**config.mk**
```make
export PLATFORM = sky130hd
export DESIGN_NAME = sram_byte_write_packer_flat
export DESIGN_NICKNAME = d
export VERILOG_FILES = /design/src/rtl/sram_byte_write_packer_if.sv /design/src/rtl/sram_byte_write_packer.sv /design/src/flat_wrapper.sv
export SDC_FILE = /design/constraint.sdc
export NUM_CORES = 1
export LEC_CHECK = 0
export CORE_MARGIN = 4
export CORE_UTILIZATION = 52
export CTS_BUF_LIST = sky130_fd_sc_hd__clkbuf_8 sky130_fd_sc_hd__clkbuf_16
export CTS_CLUSTER_DIAMETER = 100
export DETAILED_ROUTE_END_ITERATION = 10
export PLACE_DENSITY = 0.78
export REMOVE_ABC_BUFFERS = 1
export SLEW_MARGIN = 20
export SYNTH_ARGS = -nofsm -noshare
export SYNTH_HDL_FRONTEND = slang
export SYNTH_SLANG_ARGS = --single-unit
```
**constraint.sdc**
```tcl
create_clock -name clk -period 5.2 [get_ports clk]
set_clock_uncertainty 0.05 [all_clocks]
set_input_delay 0.78 -clock clk [delete_from_list [all_inputs] [get_ports clk]]
set_output_delay 0.78 -clock clk [all_outputs]
set_load 0.02 [all_outputs]
```
**src/rtl/sram_byte_write_packer_if.sv**
```systemverilog
// Byte-stream valid/ready bundle feeding the SRAM write packer.
interface sram_byte_write_packer_if #(
    parameter int BYTE_WIDTH = 8
);
    logic                  s_valid;
    logic [BYTE_WIDTH-1:0] s_data;
    logic                  s_last;
    logic                  s_ready;

    modport master (
        output s_valid, s_data, s_last,
        input  s_ready
    );

    modport slave (
        input  s_valid, s_data, s_last,
        output s_ready
    );
endinterface

```
**src/rtl/sram_byte_write_packer.sv**
```systemverilog
// Packs a byte stream into 32-bit words and writes them to SRAM port 0
// at an auto-incrementing word address, one byte per cycle sustained.
module sram_byte_write_packer #(
    parameter int BYTE_WIDTH       = 8,
    parameter int WRITE_WIDTH      = 32,
    parameter int WRITE_ADDR_WIDTH = 11
) (
    input  logic                        clk,
    input  logic                        reset,
    input  logic                        cfg_start,
    input  logic [WRITE_ADDR_WIDTH-1:0] cfg_base_addr,
    input  logic [WRITE_ADDR_WIDTH:0]   cfg_num_words,
    sram_byte_write_packer_if.slave     s,
    output logic                        sram_csb0,
    output logic [WRITE_ADDR_WIDTH-1:0] sram_addr0,
    output logic [WRITE_WIDTH-1:0]      sram_din0,
    output logic                        busy,
    output logic                        done,
    output logic                        short_xfer
);
    localparam int LANES = WRITE_WIDTH / BYTE_WIDTH;
    localparam int IW    = $clog2(LANES);
    localparam int CW    = WRITE_ADDR_WIDTH + 1;

    typedef enum logic [1:0] {IDLE, FILL, DONE} state_t;

    state_t                      state_q, state_d;
    logic [IW-1:0]               idx_q, idx_d;
    logic [WRITE_WIDTH-1:0]      pack_q, pack_d, word;
    logic [WRITE_ADDR_WIDTH-1:0] waddr_q, waddr_d;
    logic [CW-1:0]               cnt_q, cnt_d;
    logic [CW-1:0]               num_q, num_d;
    logic                        ready_d, csb_d;
    logic                        busy_d, done_d, short_d;
    logic [WRITE_ADDR_WIDTH-1:0] addr_d;
    logic [WRITE_WIDTH-1:0]      din_d;
    logic                        accept, word_end, last_word;

    assign accept    = (state_q == FILL) && s.s_valid && s.s_ready;
    assign word      = pack_q
                     | (WRITE_WIDTH'(s.s_data) << (idx_q * BYTE_WIDTH));
    assign word_end  = accept && (idx_q == IW'(LANES - 1) || s.s_last);
    assign last_word = word_end
                     && ((cnt_q + 1'b1) == num_q || s.s_last);

    always_ff @(posedge clk) begin
        if (reset) begin
            state_q    <= IDLE;
            idx_q      <= '0;
            pack_q     <= '0;
            waddr_q    <= '0;
            cnt_q      <= '0;
            num_q      <= '0;
            s.s_ready  <= 1'b0;
            sram_csb0  <= 1'b1;
            sram_addr0 <= '0;
            sram_din0  <= '0;
            busy       <= 1'b0;
            done       <= 1'b0;
            short_xfer <= 1'b0;
        end else begin
            state_q    <= state_d;
            idx_q      <= idx_d;
            pack_q     <= pack_d;
            waddr_q    <= waddr_d;
            cnt_q      <= cnt_d;
            num_q      <= num_d;
            s.s_ready  <= ready_d;
            sram_csb0  <= csb_d;
            sram_addr0 <= addr_d;
            sram_din0  <= din_d;
            busy       <= busy_d;
            done       <= done_d;
            short_xfer <= short_d;
        end
    end

    always_comb begin
        state_d = state_q;
        unique case (state_q)
            IDLE: begin
                if (cfg_start && !busy && cfg_num_words != '0)
                    state_d = FILL;
            end
            FILL: begin
                if (last_word)
                    state_d = DONE;
            end
            DONE:    state_d = IDLE;
            default: state_d = IDLE;
        endcase
    end

    // busy is still high in the done cycle, so a start there is ignored
    always_comb begin
        idx_d   = idx_q;
        pack_d  = pack_q;
        waddr_d = waddr_q;
        cnt_d   = cnt_q;
        num_d   = num_q;
        ready_d = 1'b0;
        csb_d   = 1'b1;
        addr_d  = sram_addr0;
        din_d   = sram_din0;
        busy_d  = 1'b0;
        done_d  = 1'b0;
        short_d = 1'b0;
        unique case (state_q)
            IDLE: begin
                if (cfg_start && !busy) begin
                    if (cfg_num_words == '0) begin
                        done_d = 1'b1;
                    end else begin
                        waddr_d = cfg_base_addr;
                        num_d   = cfg_num_words;
                        cnt_d   = '0;
                        idx_d   = '0;
                        pack_d  = '0;
                        ready_d = 1'b1;
                        busy_d  = 1'b1;
                    end
                end
            end
            FILL: begin
                busy_d  = 1'b1;
                ready_d = !last_word;
                if (accept) begin
                    idx_d  = idx_q + 1'b1;
                    pack_d = word;
                end
                if (word_end) begin
                    idx_d   = '0;
                    pack_d  = '0;
                    csb_d   = 1'b0;
                    addr_d  = waddr_q;
                    din_d   = word;
                    waddr_d = waddr_q + 1'b1;
                    cnt_d   = cnt_q + 1'b1;
                end
            end
            DONE: begin
                busy_d  = 1'b1;
                done_d  = 1'b1;
                short_d = cnt_q < num_q;
            end
            default: ;
        endcase
    end
endmodule

```
**src/flat_wrapper.sv**
```systemverilog
// flat-port wrapper written by rule: the top's interface ports become plain ports
module sram_byte_write_packer_flat 
#(
    parameter int BYTE_WIDTH       = 8,
    parameter int WRITE_WIDTH      = 32,
    parameter int WRITE_ADDR_WIDTH = 11
)
  (clk, reset, cfg_start, cfg_base_addr, cfg_num_words, sram_csb0, sram_addr0, sram_din0, busy, done, short_xfer, s_s_valid, s_s_data, s_s_last, s_s_ready);
  sram_byte_write_packer_if #(.BYTE_WIDTH(BYTE_WIDTH)) s_i ();
  input  logic clk;
  input  logic reset;
  input  logic cfg_start;
  input  logic [WRITE_ADDR_WIDTH-1:0] cfg_base_addr;
  input  logic [WRITE_ADDR_WIDTH:0] cfg_num_words;
  output logic sram_csb0;
  output logic [WRITE_ADDR_WIDTH-1:0] sram_addr0;
  output logic [WRITE_WIDTH-1:0] sram_din0;
  output logic busy;
  output logic done;
  output logic short_xfer;
  input wire logic [$bits(s_i.s_valid)-1:0] s_s_valid;
  input wire logic [$bits(s_i.s_data)-1:0] s_s_data;
  input wire logic [$bits(s_i.s_last)-1:0] s_s_last;
  output wire logic [$bits(s_i.s_ready)-1:0] s_s_ready;
  assign s_i.s_valid = s_s_valid;
  assign s_i.s_data = s_s_data;
  assign s_i.s_last = s_s_last;
  assign s_s_ready = s_i.s_ready;
  sram_byte_write_packer #(.BYTE_WIDTH(BYTE_WIDTH), .WRITE_WIDTH(WRITE_WIDTH), .WRITE_ADDR_WIDTH(WRITE_ADDR_WIDTH)) u_core (.clk(clk), .reset(reset), .cfg_start(cfg_start), .cfg_base_addr(cfg_base_addr), .cfg_num_words(cfg_num_words), .s(s_i), .sram_csb0(sram_csb0), .sram_addr0(sram_addr0), .sram_din0(sram_din0), .busy(busy), .done(done), .short_xfer(short_xfer));
endmodule
```
### Word-level counts from Yosys, hierarchy flattened

Index checks and enable logic that the tools add are counted.

| word-level totals | value |
|---|---|
| register bits after elaboration | 119 |
| output and inout port bits | 48 |

| operators by class | value |
|---|---|
| equal/unequal tests | 10 |
| reduce and logical (&&, ||, !) cells | 22 |
| multiplexer cells | 29 |
| bitwise operators | 4 |
| shifts and indexed selects | 1 |
| $add $sub $neg | 3 |
| order comparisons | 1 |

Operators by type and width:

| kind | count |
|---|---|
| $mux 32 | 4 |
| $pmux 32 s2 | 1 |
| $mux 12 | 3 |
| $mux 11 | 3 |
| $or 32x32->32 | 1 |
| $shl 8x5->32 | 1 |
| $pmux 12 s2 | 1 |
| $pmux 11 s2 | 1 |
| $add 12x1->12 const B | 1 |
| $eq 12x12->1 | 1 |
| $logic_not 12->1 | 1 |
| $lt 12x12->1 | 1 |
| $mux 2 | 6 |
| $reduce_bool 12->1 | 1 |
| $add 11x1->11 const B | 1 |
| $ne 2x1->1 const B | 4 |
| $pmux 2 s2 | 2 |
| $reduce_and 4->1 | 2 |
| $logic_and 1x1->1 | 6 |
| $pmux 1 s2 | 3 |
| $reduce_or 2->1 | 3 |
| $mux 1 | 5 |
| $eq 2x2->1 const B | 2 |
| $reduce_and 2->1 | 2 |
| 10 further kinds | 14 |

### Longest topological paths before layout

| logic depth | value |
|---|---|
| depth in word-level cells | 7 |
| mapped depth | 11 |
| gate-level depth less buffers | 9 |

### Least setup slack after synthesis

Ideal clock, no wire load.

| timing | value |
|---|---|
| kind | input to register |
| from | input port s_s_valid |
| to | register u_core.state_q[1] |
| path slack | 2640 ps |
| library setup time | 79 ps |
| path buffers | 0 |
| data required time | 5071 ps |
| arrival time | 2431 ps |
| cell stages on the path | 7 |
| cell sequence | nand3_1 -> or2_0 -> or4_1 -> nor4_1 -> nand4_1 -> a21o_1 -> a211oi_2 |

| on the way | value |
|---|---|
| word-level cells in the longest chain between the ends | 6 |

RTL lines:

| item | line | source |
|---|---|---|
| from (decl) | flat_wrapper.sv:21 | `input wire logic [$bits(s_i.s_valid)-1:0] s_s_valid;` |
| $logic_and 1x1->1 (2 in a row) | sram_byte_write_packer.sv:39 | `assign accept = (state_q == FILL) && s.s_valid && s.s_ready;` |
| $logic_and 1x1->1 | sram_byte_write_packer.sv:42 | `assign word_end = accept && (idx_q == IW'(LANES - 1) \|\| s.s_last);` |
| $logic_and 1x1->1 | sram_byte_write_packer.sv:44 | `&& ((cnt_q + 1'b1) == num_q \|\| s.s_last);` |
| $ne 2x1->1 (no line) | - |  |
| $reduce_and 2->1 (no line) | - |  |
| to (signal assigned) | sram_byte_write_packer.sv:62 | `state_q <= state_d;` |
| to (decl) | sram_byte_write_packer.sv:27 | `state_t state_q, state_d;` |

Every way passes these cells.
A chain may end at the register's enable or synchronous reset.

### Final worst setup path

| timing | value |
|---|---|
| from | input port cfg_num_words[1] |
| to | register u_core.pack_q[13] |

| on the way | value |
|---|---|
| word-level cells in the longest chain between the ends | 3 |

RTL lines:

| item | line | source |
|---|---|---|
| from (decl) | flat_wrapper.sv:14 | `input logic [WRITE_ADDR_WIDTH:0] cfg_num_words;` |
| $logic_not 12->1 | sram_byte_write_packer.sv:111 | `if (cfg_num_words == '0) begin` |
| $ne 2x2->1 (no line) | - |  |
| $reduce_and 4->1 (no line) | - |  |
| to (signal assigned) | sram_byte_write_packer.sv:64 | `pack_q <= pack_d;` |
| to (decl) | sram_byte_write_packer.sv:29 | `logic [WRITE_WIDTH-1:0] pack_q, pack_d, word;` |

Every way passes these cells.

==> flow_summary.json <==
{
  "status": "finished, final reports clean",
  "critPathMaxFanout": 32,
  "synth_cell_type_count": 48,
  "leakage_uw": 0.00240,
  "mostFrequentLayoutCell": "dfxtp_1",
  "slew_viol_final": 0,
  "hold_viol_final": 0,
  "fmax_ghz": 0.332,
  "critPathKind": "in2reg",
  "crit_path_max_incr_delay_ps": 680,
  "grt_pass1_wl_mm": 22.9,
  "max_cap_viol_count": 0,
  "gp_congestion": 0.876,
  "max_slew.worst_pin.slew_ps": 1080,
  "vdd_drop_max_mv": 0.270,
  "diodes": 0,
  "coreArea_mm2": 0.00991,
  "cts_resized": 0,
  "syn_area_per_cell_um2": 8.14,
  "cp_slowest_cell": "a21o_1",
  "io_buffer_count": 83,
  "synth-seq-cells": 119,
  "die_w_um": 110,
  "root_buffer": "clkbuf_8",
  "synthFlopType": "dfxtp_1",
  "worstHoldPathType": "reg2reg",
  "post-route-period-util": 0.579,
  "drtIter0Drc": 270,
  "cts_setup_buffers": 0,
  "hpwl_mm": 9.16,
  "p_per_area_mw_per_mm2": 367,
  "die-height_um": 110,
  "htree_num_levels": 4,
  "dp_slack_ps": 1700,
  "grt_pass1_vias": 4758,
  "clk_path_buf_depth": 2,
  "clk_pin_slew_ps": 60,
  "antenna_left": 0,
  "routed-via-count": 4913,
  "wl_per_cell_um": 15.9,
  "slew_headroom": 0.276,
  "rsz0062_at_grt": "no",
  "post-route-cell-area_mm2": 0.00682,
  "syn_to_final_growth_pct": 26.6,
  "io_pins": 84,
  "num_rows": 36,
  "wirelength_mm": 13.7,
  "async_flop_share": 0,
  "antenna_found_initial": 0,
  "path_buf_inv": 2,
  "critPathLaunchType": "input port",
  "setup_slack_ps": 2190,
  "drc": 0,
  "nets": 771,
  "synth_edf_count": 0,
  "yosysWarnings": 0,
  "power.total_uw": 2500,
  "overflow": 0,
  "numCtsBuffers": 17,
  "start_util": 0.543,
  "cp_cell_sequence": "clkdlybuf4s50_1 > nor4_1 > and3_1 > o31a_1 > a21o_1 > nand2b_1 > buf_4 > nor2_1",
  "die_area_mm2": 0.0120,
  "worst_ep_arrival_time_ps": 3400,
  "clock_sinks": 119,
  "worstPathRequired_ps": 5590,
  "cts_hold_buf": 0,
  "grtUsageTotal": 0.237,
  "crit_family": "compound AO/OA/AOI/OAI gates",
  "place_area_mm2": 0.00621,
  "setup_viol": 0,
  "end_kind": "flop",
  "mostFrequentLayoutCells": "dfxtp_1 (119), nor2_1 (99), clkdlybuf4s50_1 (82)",
  "syn-cell-area_mm2": 0.00538,
  "drive_gt1_frac": 0.0658,
  "cts_tree": "yes",
  "r2r_slack_ps": 2290,
  "postSynthCellCount": 661,
  "ys_seq_area_frac": 0.443,
  "drt-vias-per-instance": 5.70,
  "tns_ps": 0,
  "firstDrtPassIters": 4,
  "grt_start_max_net_pins": 53,
  "worstSkewPairLatency_ps": 510,
  "min_period_ps": 3010
}
[layer usage]
metal,up-vias,part of all wire,track usage
met2,140,0.50,0.402
met3,18,0.052,0.0505
met1,2328,0.44,0.302
li1,2427,-,-
met4,0,0.013,0.0739
met5,-,0,0
[Yosys cell counts (2+ instances only)]
library cell	instances	area, um^2
a21o_1	5	37.5
nand2b_1	3	18.8
nor2_1	100	375
and2_1	10	62.6
nor3_1	41	205
or2_2	2	12.5
inv_1	19	71.3
xnor2_1	8	70.1
ha_1	19	238
or3_1	4	25.0
nand2_1	51	191
and3_1	8	50.1
a211oi_1	39	293
o31ai_1	5	37.5
nand4_1	9	56.3
a21oi_1	68	340
mux2i_1	13	130
nor3b_1	2	15.0
dfxtp_1	119	2380
a31oi_1	2	12.5
o21ai_0	17	85.1
buf_1	7	26.3
a22oi_1	6	45.0
nand3_1	12	60.1
or4_1	2	15.0
nor2b_1	8	50.1
nor3b_2	2	25.0
buf_2	2	10.0
o21a_1	2	15.0
or2_0	2	12.5
xor2_1	6	52.6
nor4_1	7	43.8
o21ai_1	4	20.0
clkbuf_2	8	40.0
clkbuf_1	35	131
a41oi_1	2	17.5
[worst reg2reg max path: stages (launching register included)]
cell      delay [ps]
dfxtp_1          400
ha_1             260
nor2_1           230
or2_1            160
buf_4            430
a21o_1           750
nand2b_1         130
buf_4            270
nor2_1           160
[metrics by stage]
| stage | cells | utilization | hold WS (ps) |
|---|---|---|---|
| floorplan | 608 | - | 384 |
| global placement | 829 | 0.627 | 391 |
| detailed placement | 829 | 0.627 | 400 |
| CTS | 861 | 0.687 | 409 |
| global route | 862 | 0.688 | 428 |
| finish | 862 | 0.688 | 405 |
[logic make-up after synthesis]
logic type                 Yosys count  synth area share
AOI/OAI and AO/OA                  157             0.179
DFF                                119             0.443
xor gates and xnor gates            14            0.0228
and+or+nand+nor                    267             0.234
muxes                               13            0.0242
adders and majority gates           19            0.0442
buffers and inverters               72            0.0532
[area by class of cell]
| cell class | instances | area (um^2) |
|---|---|---|
| Clock buffer | 17 | 414 |
| Clock inverter | 15 | 180 |
| Fill cell | 792 | 3090 |
| Inverter | 19 | 71.3 |
| Multi-Input combinational cell | 470 | 2730 |
| Sequential cell | 119 | 2380 |
| Tap cell | 133 | 166 |
| Timing Repair Buffer | 89 | 871 |
[registers in the layout, summed over array words and instances, names as in the netlist]
| signal | count |
|---|---|
| u_core.done | 1 |
| u_core.cnt_q | 12 |
| u_core.sram_csb0 | 1 |
| u_core.pack_q | 32 |
| u_core.waddr_q | 11 |
| u_core.num_q | 12 |
| u_core.idx_q | 2 |
| u_core.s.s_ready | 1 |
| u_core.short_xfer | 1 |
| u_core.busy | 1 |
| u_core.sram_addr0 | 11 |
| u_core.state_q | 2 |
| u_core.sram_din0 | 32 |
[final timing paths]
path | from | end | cells past startpoint
max | cfg_num_words[1] | u_core.pack_q[13]$_SDFFE_PP0P_ | 8
min | u_core.sram_addr0[5]$_SDFFE_PP0P_ | u_core.sram_addr0[5]$_SDFFE_PP0P_ | 2
max reg2reg | u_core.idx_q[0]$_SDFFE_PP0P_ | u_core.pack_q[13]$_SDFFE_PP0P_ | 8
min reg2reg | u_core.sram_addr0[5]$_SDFFE_PP0P_ | u_core.sram_addr0[5]$_SDFFE_PP0P_ | 2
[report_power, final]
group	switching [uW]	leakage [uW]	internal, uW
Sequential	42.3	0.000964	955
Clock	475	0.000284	703
Combinational	194	0.00115	129
Note: power is estimated with default switching activity, not from simulation.
